--- src/rtl/isa_pkg.sv ---
// Shared ISA definitions for the decode/issue stage.
//   - Instruction layout: op=[8:6], rs=[5:3], rt=[2:0].
//   - opcode_e   : the eight opcodes.
//   - decoded_t  : register-file controls produced for one instruction.
//   - decode()   : combinational instruction decoder with index range check.
package isa_pkg;

    localparam int IW       = 9;
    localparam int RW       = 3;
    localparam int NUM_REGS = 6;

    localparam int OP_HI = 8;
    localparam int OP_LO = 6;
    localparam int RS_HI = 5;
    localparam int RS_LO = 3;
    localparam int RT_HI = 2;
    localparam int RT_LO = 0;

    typedef enum logic [2:0] {
        OP_ADD = 3'd0,
        OP_SUB = 3'd1,
        OP_AND = 3'd2,
        OP_MOV = 3'd3,
        OP_LBL = 3'd4,
        OP_JMP = 3'd5,
        OP_LD  = 3'd6,
        OP_ST  = 3'd7
    } opcode_e;

    typedef struct packed {
        opcode_e         op;
        logic [RW-1:0]   rs1;
        logic [RW-1:0]   rs2;
        logic [RW-1:0]   rd;
        logic            reg_write;
        logic            label_write;
        logic            label_read;
        logic            illegal;
    } decoded_t;

    // Fields not driven by an opcode (rd of JMP/ST) stay 0.
    // An out-of-range index marks the instruction illegal and strips its
    // writes; source indices and label_read are still reported as decoded.
    function automatic decoded_t decode(input logic [IW-1:0] instr,
                                        input int            num_regs);
        decoded_t      d;
        logic [RW-1:0] rs;
        logic [RW-1:0] rt;
        logic          use_rs;
        logic          bad;

        rs     = instr[RS_HI:RS_LO];
        rt     = instr[RT_HI:RT_LO];
        d      = '0;
        d.op   = opcode_e'(instr[OP_HI:OP_LO]);
        use_rs = 1'b1;

        case (d.op)
            OP_ADD, OP_SUB, OP_AND: begin
                d.rs1       = rs;
                d.rs2       = rt;
                d.rd        = rs;
                d.reg_write = 1'b1;
            end
            OP_MOV, OP_LD: begin
                d.rs1       = rt;
                d.rs2       = rt;
                d.rd        = rs;
                d.reg_write = 1'b1;
            end
            OP_LBL: begin
                d.rs1         = rt;
                d.rs2         = rt;
                d.rd          = rs;
                d.label_write = 1'b1;
            end
            OP_JMP: begin
                d.rs1        = rt;
                d.rs2        = rt;
                d.label_read = 1'b1;
                use_rs       = 1'b0;   // JMP has no rs operand
            end
            OP_ST: begin
                d.rs1 = rs;
                d.rs2 = rt;
            end
            default: ;
        endcase

        bad = (int'(rt) >= num_regs) || (use_rs && (int'(rs) >= num_regs));
        if (bad) begin
            d.illegal     = 1'b1;
            d.reg_write   = 1'b0;
            d.label_write = 1'b0;
        end
        return d;
    endfunction

endpackage

--- src/rtl/decode_issue_stage_scoreboard.sv ---
// Pending-write scoreboard for the general and label register banks.
//   clk, rst_n                     : clock, async active-low reset
//   src1, src2, src_label          : source indices and the bank they read
//   dst, dst_write, dst_label      : destination of the candidate instruction
//   set_en                         : candidate accepted; mark dst busy
//   wb_valid, wb_rd, wb_label      : writeback retiring a write (clears busy)
//   flush_clr, flush_rd, flush_label : discarded entry's write is cancelled
//   hazard                         : candidate must stall (RAW or WAW)
module decode_issue_stage_scoreboard #(
    parameter int NUM_REGS = 6,
    parameter int RW       = 3
) (
    input  logic          clk,
    input  logic          rst_n,
    input  logic [RW-1:0] src1,
    input  logic [RW-1:0] src2,
    input  logic          src_label,
    input  logic [RW-1:0] dst,
    input  logic          dst_write,
    input  logic          dst_label,
    input  logic          set_en,
    input  logic          wb_valid,
    input  logic [RW-1:0] wb_rd,
    input  logic          wb_label,
    input  logic          flush_clr,
    input  logic [RW-1:0] flush_rd,
    input  logic          flush_label,
    output logic          hazard
);

    // Out-of-range indices decode to an all-zero vector, so they never hit
    // a busy bit and a writeback to them is ignored.
    function automatic logic [NUM_REGS-1:0] onehot(input logic [RW-1:0] idx);
        logic [NUM_REGS-1:0] oh;
        for (int i = 0; i < NUM_REGS; i++) begin
            oh[i] = (idx == RW'(i));
        end
        return oh;
    endfunction

    logic [NUM_REGS-1:0] busy_g, busy_l;
    logic [NUM_REGS-1:0] wb_clr_g, wb_clr_l;
    logic [NUM_REGS-1:0] fl_clr_g, fl_clr_l;
    logic [NUM_REGS-1:0] set_g, set_l;
    logic [NUM_REGS-1:0] eff_g, eff_l;
    logic [NUM_REGS-1:0] src_bank, dst_bank;
    logic [NUM_REGS-1:0] wb_oh, fl_oh, set_oh;

    // NOTE: every always_comb output gets a value on every path (here by
    // straight-line assignment) so no latch is inferred.
    always_comb begin
        wb_oh    = wb_valid  ? onehot(wb_rd)    : '0;
        fl_oh    = flush_clr ? onehot(flush_rd) : '0;
        set_oh   = set_en    ? onehot(dst)      : '0;

        wb_clr_g = wb_label    ? '0 : wb_oh;
        wb_clr_l = wb_label    ? wb_oh : '0;
        fl_clr_g = flush_label ? '0 : fl_oh;
        fl_clr_l = flush_label ? fl_oh : '0;
        set_g    = dst_label   ? '0 : set_oh;
        set_l    = dst_label   ? set_oh : '0;

        // A write retiring this cycle no longer blocks anyone.
        eff_g    = busy_g & ~wb_clr_g;
        eff_l    = busy_l & ~wb_clr_l;

        src_bank = src_label ? eff_l : eff_g;
        dst_bank = dst_label ? eff_l : eff_g;

        hazard   = (|((onehot(src1) | onehot(src2)) & src_bank)) ||
                   (dst_write && (|(onehot(dst) & dst_bank)));
    end

    // NOTE: state is updated with non-blocking assignments so every flop
    // samples pre-edge values regardless of statement order.
    // NOTE: the busy vectors are control state and must come out of reset
    // cleared; nothing here is a RAM that could skip reset.
    always_ff @(posedge clk or negedge rst_n) begin
        if (!rst_n) begin
            busy_g <= '0;
            busy_l <= '0;
        end else begin
            // Set is OR-ed last so it wins over a same-cycle clear.
            busy_g <= (busy_g & ~wb_clr_g & ~fl_clr_g) | set_g;
            busy_l <= (busy_l & ~wb_clr_l & ~fl_clr_l) | set_l;
        end
    end

endmodule

--- src/rtl/decode_issue_stage.sv ---
// Decode/issue stage feeding the register file.
//   clk, rst_n                 : clock, async active-low reset
//   in_valid/in_ready/in_instr : instruction handshake from fetch
//   out_valid/out_ready        : one-entry decoded output register handshake
//   out_op .. out_illegal      : decoded register-file controls
//   wb_valid, wb_rd, wb_label  : writeback retiring a write
//   flush                      : discard the held output entry
module decode_issue_stage
    import isa_pkg::*;
#(
    parameter int NUM_REGS = isa_pkg::NUM_REGS,
    parameter int IW       = isa_pkg::IW,
    parameter int RW       = isa_pkg::RW
) (
    input  logic          clk,
    input  logic          rst_n,
    input  logic          in_valid,
    output logic          in_ready,
    input  logic [IW-1:0] in_instr,
    output logic          out_valid,
    input  logic          out_ready,
    output logic [2:0]    out_op,
    output logic [RW-1:0] out_rs1,
    output logic [RW-1:0] out_rs2,
    output logic [RW-1:0] out_rd,
    output logic          out_reg_write,
    output logic          out_label_write,
    output logic          out_label_read,
    output logic          out_illegal,
    input  logic          wb_valid,
    input  logic [RW-1:0] wb_rd,
    input  logic          wb_label,
    input  logic          flush
);

    decoded_t dec;
    decoded_t out_q;
    logic     out_valid_q;
    logic     hazard;
    logic     accept;
    logic     dec_writes;
    logic     out_writes;

    assign dec        = decode(in_instr, NUM_REGS);
    assign dec_writes = dec.reg_write | dec.label_write;
    assign out_writes = out_q.reg_write | out_q.label_write;

    // The slot is free when empty or being drained; flush blocks intake so
    // the discarded entry's busy clear cannot race a new set.
    assign in_ready = rst_n & ~hazard & (~out_valid_q | out_ready) & ~flush;
    assign accept   = in_valid & in_ready;

    decode_issue_stage_scoreboard #(
        .NUM_REGS (NUM_REGS),
        .RW       (RW)
    ) u_scoreboard (
        .clk         (clk),
        .rst_n       (rst_n),
        .src1        (dec.rs1),
        .src2        (dec.rs2),
        .src_label   (dec.label_read),
        .dst         (dec.rd),
        .dst_write   (dec_writes),
        .dst_label   (dec.label_write),
        .set_en      (accept & dec_writes),
        .wb_valid    (wb_valid),
        .wb_rd       (wb_rd),
        .wb_label    (wb_label),
        .flush_clr   (flush & out_valid_q & out_writes),
        .flush_rd    (out_q.rd),
        .flush_label (out_q.label_write),
        .hazard      (hazard)
    );

    // Flush takes priority over out_ready: a flushed entry is never
    // treated as consumed.
    always_ff @(posedge clk or negedge rst_n) begin
        if (!rst_n) begin
            out_valid_q <= 1'b0;
            out_q       <= '0;
        end else if (flush) begin
            out_valid_q <= 1'b0;
        end else if (accept) begin
            out_valid_q <= 1'b1;
            out_q       <= dec;
        end else if (out_ready) begin
            out_valid_q <= 1'b0;
        end
    end

    assign out_valid       = out_valid_q;
    assign out_op          = out_q.op;
    assign out_rs1         = out_q.rs1;
    assign out_rs2         = out_q.rs2;
    assign out_rd          = out_q.rd;
    assign out_reg_write   = out_q.reg_write;
    assign out_label_write = out_q.label_write;
    assign out_label_read  = out_q.label_read;
    assign out_illegal     = out_q.illegal;

endmodule

--- config.mk ---
export PLATFORM = sky130hd
export DESIGN_NAME = decode_issue_stage
export DESIGN_NICKNAME = d
export VERILOG_FILES = /design/src/rtl/isa_pkg.sv /design/src/rtl/decode_issue_stage_scoreboard.sv /design/src/rtl/decode_issue_stage.sv
export SDC_FILE = /design/constraint.sdc
export NUM_CORES = 1
export LEC_CHECK = 0
export CAP_MARGIN = 25
export CORE_MARGIN = 2
export CORE_UTILIZATION = 51
export DETAILED_ROUTE_END_ITERATION = 6
export PLACE_DENSITY = 0.83
export SYNTH_ARGS = -nofsm -noshare
export SYNTH_HDL_FRONTEND = slang
export SYNTH_SLANG_ARGS = --single-unit
--- constraint.sdc ---
create_clock -name clk -period 3.5 [get_ports clk]
set_clock_uncertainty 0.2 [all_clocks]
set_input_delay 0.7 -clock clk [delete_from_list [all_inputs] [get_ports clk]]
set_output_delay 0.7 -clock clk [all_outputs]
set_load 0.02 [all_outputs]
### Word-level counts from Yosys, hierarchy flattened

Index checks and enable logic that the tools add are counted.

| storage, ports and cells | value |
|---|---|
| register bits after elaboration | 29 |
| input port bits | 19 |
| output and inout bits | 18 |
| logic and storage cells | 111 |

| operators by class | value |
|---|---|
| magnitude comparators | 2 |
| equal/unequal tests | 32 |
| multiplexer cells | 22 |
| bitwise gates (word level) | 26 |
| reduce and logical (&&, ||, !) cells | 18 |

Operator list:

| kind | count |
|---|---|
| $mux W6 | 11 |
| $eq A3 B3 Y1 const B | 14 |
| $and A6 B6 Y6 | 6 |
| $eq A3 B2 Y1 const B | 12 |
| $not A6 Y6 | 4 |
| $eq A3 B1 Y1 const B | 6 |
| $logic_not A3 Y1 | 6 |
| $or A6 B6 Y6 | 3 |
| $reduce_or A6 Y1 | 3 |
| $pmux W6 S2 | 1 |
| $mux W1 | 8 |
| $reduce_or A4 Y1 | 2 |
| $and A1 B1 Y1 | 7 |
| $ge A3 B3 Y1 const B | 2 |
| $reduce_or A5 Y1 | 1 |
| $mux W3 | 1 |
| $not A1 Y1 | 3 |
| $or A1 B1 Y1 | 3 |
| $reduce_bool A3 Y1 | 1 |
| $logic_and A1 B1 Y1 | 2 |
| $logic_or A1 B1 Y1 | 2 |
| $mux W2 | 1 |
| $reduce_and A2 Y1 | 1 |

### Longest topological paths before layout

| depth | value |
|---|---|
| depth in word-level cells | 19 |
| depth in mapped cells | 10 |
| mapped depth without buffers | 7 |

### By module

Synthesis repeated with hierarchy kept, for this count alone.

| second synthesis, totals | value |
|---|---|
| cells, all modules | 194 |
| area, all modules | 1858.0 sq um |

Modules (own cells, without submodules):

| module | instances | cells each | area each (sq um) | sequential area each (sq um) |
|---|---|---|---|---|
| decode_issue_stage_scoreboard | 1 | 120 | 958.4 | 300.3 |
| decode_issue_stage | 1 | 74 | 899.6 | 425.4 |

### Worst setup path after synthesis

OpenSTA, ideal clock, no wires.

| timing path | value |
|---|---|
| kind | input-to-output |
| from | input port in_instr[4] |
| to | output port in_ready |
| arrival time | 2399 ps |
| required time | 2600 ps |
| slack | 201 ps |
| stages on the path | 8 |
| path buffers | 2 |
| cell sequence | buf_6 a22o_2 or3_1 buf_6 mux2i_1 a211oi_2 a31oi_4 nor2_1 |

| between the ends | value |
|---|---|
| longest elaborated chain between the ends | 13 |
| elaborated cells between the ends (all ways) | 31 |
| classes of those cells | order compare (1); eq/ne (10); mux (4); bitwise (8); reduce/logical (8) |

Ends and longest elaborated chain:

| element | line | RTL |
|---|---|---|
| start, declared | decode_issue_stage.sv:19 | `input logic [IW-1:0] in_instr,` |
| $ge A3 B3 Y1 | isa_pkg.sv:90 | `bad = (int'(rt) >= num_regs) \|\| (use_rs && (int'(rs) >= num_regs));` |
| $logic_and A1 B1 Y1 | isa_pkg.sv:90 |  |
| $logic_or A1 B1 Y1 | isa_pkg.sv:90 |  |
| $mux W2 | isa_pkg.sv:91 | `if (bad) begin` |
| $mux W6 | decode_issue_stage_scoreboard.sv:68 | `dst_bank = dst_label ? eff_l : eff_g;` |
| $and A6 B6 Y6 | decode_issue_stage_scoreboard.sv:71 | `(dst_write && (\|(onehot(dst) & dst_bank)));` |
| $reduce_or A6 Y1 | decode_issue_stage_scoreboard.sv:71 |  |
| $logic_and A1 B1 Y1 | decode_issue_stage_scoreboard.sv:71 |  |
| $logic_or A1 B1 Y1 * | decode_issue_stage_scoreboard.sv:70 | `hazard = (\|((onehot(src1) \| onehot(src2)) & src_bank)) \|\|` |
| $not A1 Y1 * | decode_issue_stage.sv:50 | `assign in_ready = rst_n & ~hazard & (~out_valid_q \| out_ready) & ~flush;` |
| $and A1 B1 Y1 * (3 in a row) | decode_issue_stage.sv:50 |  |
| end, declared | decode_issue_stage.sv:18 | `output logic in_ready,` |

Every way passes the cells marked *; elsewhere a longest branch is shown, timed or not. The select of a mux whose other input is x is not followed.

### Worst setup path after layout

| timing path | value |
|---|---|
| from | input port in_instr[5] |
| to | output port in_ready |

The elaborated chain is that of the path after synthesis.

==> run_results.csv <==
group,metric,value,unit
critical_path,critPathRequiredTime,2.60,ns
drt,wl_per_cell,16.6,um
sta,tns,0,ns
critical_path,rr_startpoint,"u_scoreboard.busy_g[4]",
sta,max_slew_margin,75.2,%
clock_tree,cts.sinks,29,
yosys,syn_nets,211,
clock_tree,cts_inserted_buffers,5,
power_and_ir_drop,cellPowerDensity,394,nW/um^2
finish,diodes,0,
drt,firstDrtPassIters,4,
drt,vias,1904,
sta,setup_viol,0,
critical_path,rr_endpoint,"out_rs2[0]",
yosys,synth_edf_count,0,
yosys,synth_flop_cell,"dfrtp_1",
yosys,ys_ff_latch,29,
worst_hold_path,min_path_type,"flip-flop to flip-flop",
yosys,synth_top_area_share,39.1,%
critical_path,critical_path_class,"input pin to output port",
sta,fin_crit,3.41,ns
drt,wirelength,5.50,mm
finish,syn2layout_area_growth,51.8,%
finish,fin_cells,331,
global_routing,grt.overflow.total,0,
global_routing,antenna_found_initial,0,
critical_path,crit_path_end_kind,"output port",
placed_design,dpl.hpwl,4.13,mm
yosys,synth_area_leaders,"dfrtp_1, mux2i_1, mux2_2, mux2_4, nand2_1",
critical_path,worst-path-max-fanout,6,
yosys,yosysUniqueCellTypes,45,
global_routing,track_usage,28.2,%
clock_tree,path_clk_slew,0.10,ns
finish,n_fill_cell,210,
sta,grt_setup_unrepaired,"no",
global_routing,grt_pass1_wl,8.87,mm
power_and_ir_drop,cellLeakagePower,1.32,nW
critical_path,cp-startpoint,"in_instr[5]",
sta,tightest_slew,0.372,ns
clock_tree,holdBufCountCts,0,
sta,max_freq,0.293,GHz
sta,final_hold_viol_count,0,
clock_tree,clk_path_buf_depth,2,
power_and_ir_drop,power.total,1.11,mW
sta,min_period_over_period,97.4,%
clock_tree,tritoncts,"built",
power_and_ir_drop,vdd_drop_max,0.000316,V
yosys,synth_most_common_cell,"dfrtp_1",
floorplan,dieArea,4140,um^2
floorplan,rows,21,
sta,maxSlewViolCount,0,
yosys,synthArstFlopShare,100,%
placed_design,dp.cells,319,
critical_path,critPathLaunchType,"input pin",
global_routing,grt_pass1_vias,1937,
global_routing,grt_max_degree,30,
finish,fin_nets,304,
clock_tree,cts_htree_levels,2,
drt,ant_nets,0,
floorplan,die_y,64.3,um
drt,drc,0,
placed_design,detailed_place.area,2620,um^2
placed_design,port_buffers,36,
floorplan,core_area,3420,um^2
finish,fin_area,2820,um^2
placed_design,globalplace.congestion,0.901,
critical_path,worst-r2r-setup-slack,1.03,ns
drt,dr.first_iter.drc_count,74,
yosys,avgSynthCellArea,9.67,um^2
finish,drive_gt1_share,36.1,%
critical_path,arrival,2.51,ns
floorplan,initial_core_util,54.4,%
yosys,synth_cells,192,
critical_path,cp-endpoint,"in_ready",
clock_tree,cts_root_buffer,"clkbuf_4",
flow_run,cap_violations,0,
clock_tree,insertion_delay,0.34,ns
floorplan,die_x,64.3,um
floorplan,io_pins,37,
critical_path,reg2reg_depth,10,
yosys,syn-cell-area,1860,um^2
yosys,synth_largest_area_cell,"dfrtp_1",
drt,vias_per_cell,5.75,
run_status,outcome,"complete, no violations",
yosys,synth_commonest_cells,"dfrtp_1, nand2_1, nor2_1",
yosys,yosys_warnings,0,
yosys,ys_seq_area_share,39.1,%
[what timing repair did]
action | 4_1_cts | 5_1_grt
gates resized for setup | 20 | 24
endpoints found under the setup margin | 1 | 1
buffers inserted | 3 | 2
hold endpoints to repair | 0 | 0
pin swaps | 7 | 11
[sequential cells by signal, indices dropped and copies added, names as in the netlist]
signal / flops
out_label_write: 1
out_reg_write: 1
out_illegal: 1
out_label_read: 1
u_scoreboard.busy_l: 6
u_scoreboard.busy_g: 6
out_rd: 3
out_rs2: 3
out_valid: 1
out_rs1: 3
out_op: 3
[through the flow]
step,setup slack (ns),util [%],hold WS (ns)
detailed placement,-0.695,76.7,0.296
CTS,0.00614,80.1,0.320
floorplan,0.201,-,0.204
global placement,-0.655,76.7,0.289
finish,0.0917,82.5,0.323
global route,0.00366,82.5,0.339
[routing by layer]
layer | global-route usage [%] | up-vias | part of all wire (%)
met2 | 48.3 | 75 | 49
met3 | 6.16 | 13 | 5.3
met1 | 33.8 | 918 | 43
li1 | - | 898 | -
met5 | 0 | - | 0
met4 | 12.8 | 0 | 2.5
[logic make-up after synthesis]
group           synth area share, %
simple gates                   22.2
flops                          39.1
buf+inv                        4.72
compound gates                 18.7
mux                            15.4
[area by class of cell]
type / count / area, um^2 / share of cell area, %
Inverter: 10 / 37.5 / 1.33
Multi-Input combinational cell: 147 / 1130 / 40.2
Clock buffer: 7 / 55.1 / 1.95
Tap cell: 46 / 57.6 / 2.04
Sequential cell: 29 / 726 / 25.7
Timing Repair Buffer: 92 / 810 / 28.7
[worst max-delay path, stage by stage]
cell	delay, ns
dlygate4sd2_1	0.25
a22o_2	0.23
or3_4	0.43
mux2i_2	0.17
a211oi_2	0.33
a31oi_4	0.14
nor2_1	0.11
buf_4	0.15
[power breakdown]
| group | internal, mW | switching, mW | total [mW] | leakage (nW) |
|---|---|---|---|---|
| sequential | 0.395 | 0.0479 | 0.443 | 0.373 |
| clock | 0.0946 | 0.113 | 0.207 | 0.0314 |
| combinational | 0.237 | 0.221 | 0.459 | 0.912 |
[placed cells by master (no fill, tap or decap), types with 3 or more instances in the layout]
cell             instances
dlymetal6s2s_1           8
nand4_1                  4
clkdlybuf4s15_1          3
mux2_2                   8
inv_1                   10
nor2_1                  14
o21ai_2                  6
o22ai_1                  6
clkdlybuf4s50_1         23
o2bb2ai_1                6
nand2_1                 17
dfrtp_1                 29
nand3b_1                 5
nor3_1                   7
mux2i_1                 11
nand3_1                  4
buf_4                   56
nand2b_1                 4
o21ai_0                  7
mux2_4                   5
clkbuf_4                 5
[how the worst min path moves through the flow]
stage,end,slack (ns),cells past startpoint,from
after CTS,out_rs1[0],0.32,1,out_rs1[0]
after floorplan,out_illegal,0.20,0,rst_n
final,out_label_read,0.32,1,out_label_read
after global placement,out_label_read,0.29,1,out_label_read
after detailed placement,out_op[0],0.30,1,out_op[0]
after global routing,out_rs1[0],0.34,1,out_rs1[0]
Power figures use the tool's default switching activity.
